## config.mk

```make
export PLATFORM = sky130hd
export DESIGN_NAME = mu0_rr_mux
export DESIGN_NICKNAME = d
export VERILOG_FILES = /design/src/rtl/mu0_rr_mux.sv
export SDC_FILE = /design/constraint.sdc
export NUM_CORES = 1
export LEC_CHECK = 0
export CORE_MARGIN = 4
export CORE_UTILIZATION = 43
export CTS_CLUSTER_SIZE = 14
export DETAILED_ROUTE_END_ITERATION = 10
export GPL_TIMING_DRIVEN = 0
export MAX_ROUTING_LAYER = met4
export PLACE_DENSITY = 0.86
export SYNTH_ARGS = -nofsm -noshare
export SYNTH_HDL_FRONTEND = slang
export SYNTH_SLANG_ARGS = --single-unit
```

## constraint.sdc

```tcl
create_clock -name Clk -period 4.3 [get_ports Clk]
set_clock_uncertainty 0.2 [all_clocks]
set_input_delay 0.43 -clock Clk [delete_from_list [all_inputs] [get_ports Clk]]
set_output_delay 0.43 -clock Clk [all_outputs]
set_load 0.05 [all_outputs]
```

## src/rtl/mu0_rr_mux.sv

```systemverilog
// rtl/mu0_rr_mux.sv - N-way registered mux with round-robin or fixed-select grant and valid/ready handshake
module mu0_rr_mux #(
    parameter int WIDTH    = 12,
    parameter int CHANNELS = 4,
    localparam int SEL_W   = $clog2(CHANNELS)
) (
    input  logic                      Clk,
    input  logic                      Reset,
    input  logic                      Mode,
    input  logic [SEL_W-1:0]          Sel,
    input  logic [CHANNELS*WIDTH-1:0] In_Data,
    input  logic [CHANNELS-1:0]       In_Valid,
    output logic [CHANNELS-1:0]       In_Ready,
    output logic [WIDTH-1:0]          Out_Data,
    output logic [SEL_W-1:0]          Out_Chan,
    output logic                      Out_Valid,
    input  logic                      Out_Ready
);

    logic [SEL_W-1:0]    last;
    logic [CHANNELS-1:0] grant;
    logic                granted;
    logic [SEL_W-1:0]    grant_idx;
    logic [WIDTH-1:0]    grant_data;
    logic                load;

    // The output register can take a new word when empty or being drained this cycle
    assign load = ~Out_Valid | Out_Ready;

    // Grant selection: rotating priority starting after the last winner, or a fixed channel
    always_comb begin
        int idx;
        grant   = '0;
        granted = 1'b0;
        idx     = 0;
        if (!Mode) begin
            for (int k = 1; k <= CHANNELS; k++) begin
                idx = (int'(last) + k) % CHANNELS;
                if (!granted && In_Valid[idx]) begin
                    grant[idx] = 1'b1;
                    granted    = 1'b1;
                end
            end
        end else begin
            // Out-of-range Sel values match no channel and so grant nothing
            for (int i = 0; i < CHANNELS; i++) begin
                if (Sel == SEL_W'(i) && In_Valid[i]) begin
                    grant[i] = 1'b1;
                    granted  = 1'b1;
                end
            end
        end
    end

    // Encode the one-hot grant into an index and pick the matching data word
    always_comb begin
        grant_idx  = '0;
        grant_data = '0;
        for (int i = 0; i < CHANNELS; i++) begin
            if (grant[i]) begin
                grant_idx  = SEL_W'(i);
                grant_data = In_Data[i*WIDTH +: WIDTH];
            end
        end
    end

    // Nothing is accepted while reset is asserted, since reset discards any capture
    assign In_Ready = (load && !Reset) ? grant : '0;

    // Output register and round-robin pointer
    always_ff @(posedge Clk) begin
        if (Reset) begin
            Out_Valid <= 1'b0;
            Out_Data  <= '0;
            Out_Chan  <= '0;
            last      <= SEL_W'(CHANNELS - 1);
        end else if (load) begin
            if (granted) begin
                Out_Data  <= grant_data;
                Out_Chan  <= grant_idx;
                Out_Valid <= 1'b1;
                if (!Mode) begin
                    last <= grant_idx;
                end
            end else begin
                Out_Valid <= 1'b0;
            end
        end
    end

endmodule

```

==> impl_metrics.json <==
{
  "outcome": "finished clean",
  "die_w_microns": 67.2,
  "p_int_w": 0.000387,
  "stdcell_count": 307,
  "synth_top_area_share_pct": 22.6,
  "crit_chain": "buf_6 -> inv_1 -> ha_1 -> mux4_2 -> and2b_1 -> a22oi_1 -> nand2_1 -> o31ai_4 -> buf_2 -> nor2_1 -> dlygate4sd2_1",
  "place.gp.congestion": 0.842,
  "fillers": 282,
  "vias": 1692,
  "cp_data_arrival_time_ns": 3.49,
  "final_antenna_net_count": 0,
  "start_util_pct": 44.8,
  "maxCapViolCount": 0,
  "grt_overflow": 0,
  "first_global_vias": 1598,
  "route.detailed.drc": 0,
  "nNetsFinal": 328,
  "n_antenna_cell": 0,
  "synth-edff-count": 0,
  "cts_root_buf": "clkbuf_4",
  "worst_slew_pin_slew_ns": 0.600,
  "syn_nets": 248,
  "worstSetupPathType": "flip-flop to output pin",
  "ys_ff_latch": 17,
  "combPwrFrac_pct": 58.7,
  "required_ns": 3.67,
  "yosysMostFrequentCell": "nand2_1",
  "setup_viol": 0,
  "drtIter0Drc": 114,
  "yosysTopAreaCell": "dfxtp_1",
  "startpoint_type": "flip-flop",
  "synth_common_cells": "nand2_1, nor2_1, dfxtp_1",
  "syn_area_sq_um": 1510,
  "avgSynthCellArea_sq_um": 8.27,
  "synth_warnings": 0,
  "die-area_sq_um": 4510,
  "antenna_found_initial": 0,
  "rsz0062_at_grt": "false",
  "cts_max_path_buffers": 2,
  "register_area_sq_um": 342,
  "grt.total_usage_pct": 21.8,
  "port_buffers": 75,
  "grt_pass1_wl_microns": 7480,
  "p_per_area_nw_per_um2": 291,
  "cts_inserted_buffers": 3,
  "hold_path_class": "flip-flop to flip-flop",
  "ys_types": 37,
  "period_needed_ns": 4.12,
  "cts_tree": "done",
  "synthArstFlopShare_pct": 0,
  "postCtsSetupBuffers": 0,
  "setup_tns_ns": 0,
  "slew_viol_final": 0,
  "peakVddDrop_mv": 0.149,
  "ios": 77,
  "switchingPower_w": 0.000298,
  "finalCritPeriodShare_pct": 95.8,
  "clkTransAtPathRegs_ns": 0.10,
  "avgRoutedWirePerCell_microns": 15.9,
  "multi_input_area_sq_um": 1030,
  "drtPass1Iterations": 4,
  "relSlewSlack_pct": 59.8,
  "synth_flop_cell": "dfxtp_1",
  "drive_gt1_share_pct": 10.7,
  "hpwl_microns": 3830,
  "clkPwrFrac_pct": 12.8,
  "reg2reg_depth": 11,
  "end_kind": "output pin",
  "syn_inst": 182,
  "hold_viol": 0,
  "grt_max_degree": 11,
  "rows": 21,
  "routed_via_density": 5.51,
  "critPathMaxFanout": 10,
  "synthTopCellsByArea": "dfxtp_1, a311oi_1, nor3b_2, o221ai_1, ha_1",
  "hold_depth": 2,
  "switching_share_pct": 43.5,
  "critical_path.max_stage_delay_ns": 0.46,
  "power_frac_seq_pct": 28.5,
  "clk_latency_ns": 0.30,
  "p_leak_nw": 0.946,
  "syn_to_final_growth_pct": 56.3,
  "slowest_stage": "dfxtp_1",
  "die_h_microns": 67.2,
  "wl_microns": 4880,
  "dp.cells": 303,
  "synth-seq-area-share_pct": 22.6,
  "numClockSinks": 17,
  "htreeDepth": 1,
  "fmax_mhz": 243,
  "whs_ns": 0.300,
  "core_sq_um": 3360
}
[cells by family (layout without fill, tap and decap cells)]
group	after synthesis	count (layout)	share of synthesized area (%)
AND/OR/NAND/NOR	67	67	25.9
flip-flops	17	17	22.6
multiplexers	5	5	6.65
adder cells (fa/ha/maj)	8	8	6.65
buffers and inverters	28	107	9.31
AO/OA/AOI/OAI	57	57	28.8
[path summary, 6_finish.rpt]
path                               endpoint  slack (ns)   startpoint
worst max-delay path            In_Ready[3]        0.18      last[0]
worst max register to register  Out_Data[9]        0.80      last[0]
worst min register to register  Out_Data[5]        0.30  Out_Data[5]
worst min-delay path            Out_Data[5]        0.30  Out_Data[5]
[per-stage QoR]
step / cell area [sq um] / power (W) / setup WS (ns) / util, %
after floorplan: 1510 / 0.000452 / 0.749 / -
after global placement: 2310 / 0.000589 / 0.0952 / 68.8
after detailed placement: 2310 / 0.000595 / 0.0414 / 68.8
after CTS: 2350 / 0.000677 / 0.0163 / 69.8
after global routing: 2350 / 0.000719 / 0.00697 / 69.9
final: 2350 / 0.000684 / 0.179 / 69.9
[per-layer routing]
layer / global-route usage, % / share of wire [%] / up-vias
met4: 5.82 / 0.98 / 0
met3: 2.66 / 6.8 / 7
li1: - / - / 836
met5: - / 0 / -
met2: 34.2 / 49 / 63
met1: 29.7 / 43 / 786
[critical path: cells and delay by family, from the launching register on]
kind	cells	cell delay [ns]
buffers and inverters	4	0.99
AOI/OAI and AO/OA	2	0.58
DFF	1	0.46
and+or+nand+nor	3	0.45
muxes	1	0.37
adders and majority gates	1	0.33
[layout by cell type, fill, tap and decap left out, types with 3 or more instances in the layout]
master and count:
a21oi_1 3, a311oi_1 14, buf_2 4, buf_6 4, clkbuf_1 6, clkbuf_4 3
clkdlybuf4s50_1 71, dfxtp_1 16, ha_1 8, inv_1 14, mux4_2 4, nand2_1 23
nor2_1 21, nor3b_1 4, nor3b_2 9, o21ai_0 14, o221ai_1 12
[flip-flops by register name (all words and copies together) (netlist names)]
signal,cells
Out_Data,12
Out_Chan,2
last,2
Out_Valid,1
[power by group through the flow]
| stage | combinational [W] | clock (W) | sequential [W] |
|---|---|---|---|
| 4_1_cts | 0.000398 | 0.0000844 | 0.000195 |
| 5_1_grt | 0.000428 | 0.0000917 | 0.000199 |
| 6_report | 0.000402 | 0.0000875 | 0.000195 |
| 3_3_place_gp | 0.000391 | 0 | 0.000198 |
| 2_1_floorplan | 0.000183 | 0 | 0.000269 |
| 3_5_place_dp | 0.000396 | 0 | 0.000199 |
[area by class of cell]
| class | count | share of cell area, % |
|---|---|---|
| clock buffers | 4 | 1.12 |
| plain buffers | 14 | 3.72 |
| inverters | 14 | 2.23 |
| multi-input cells | 137 | 43.9 |
| flip-flops and latches | 17 | 14.5 |
| well taps | 46 | 2.45 |
| repair buffers | 75 | 32.0 |
[timing repair]
item / CTS / global route
setup endpoints to repair: 2 / 4
gates resized for setup: 3 / 3
hold buffers: 0 / 0
No activity file was read; power rests on OpenSTA's default activity.
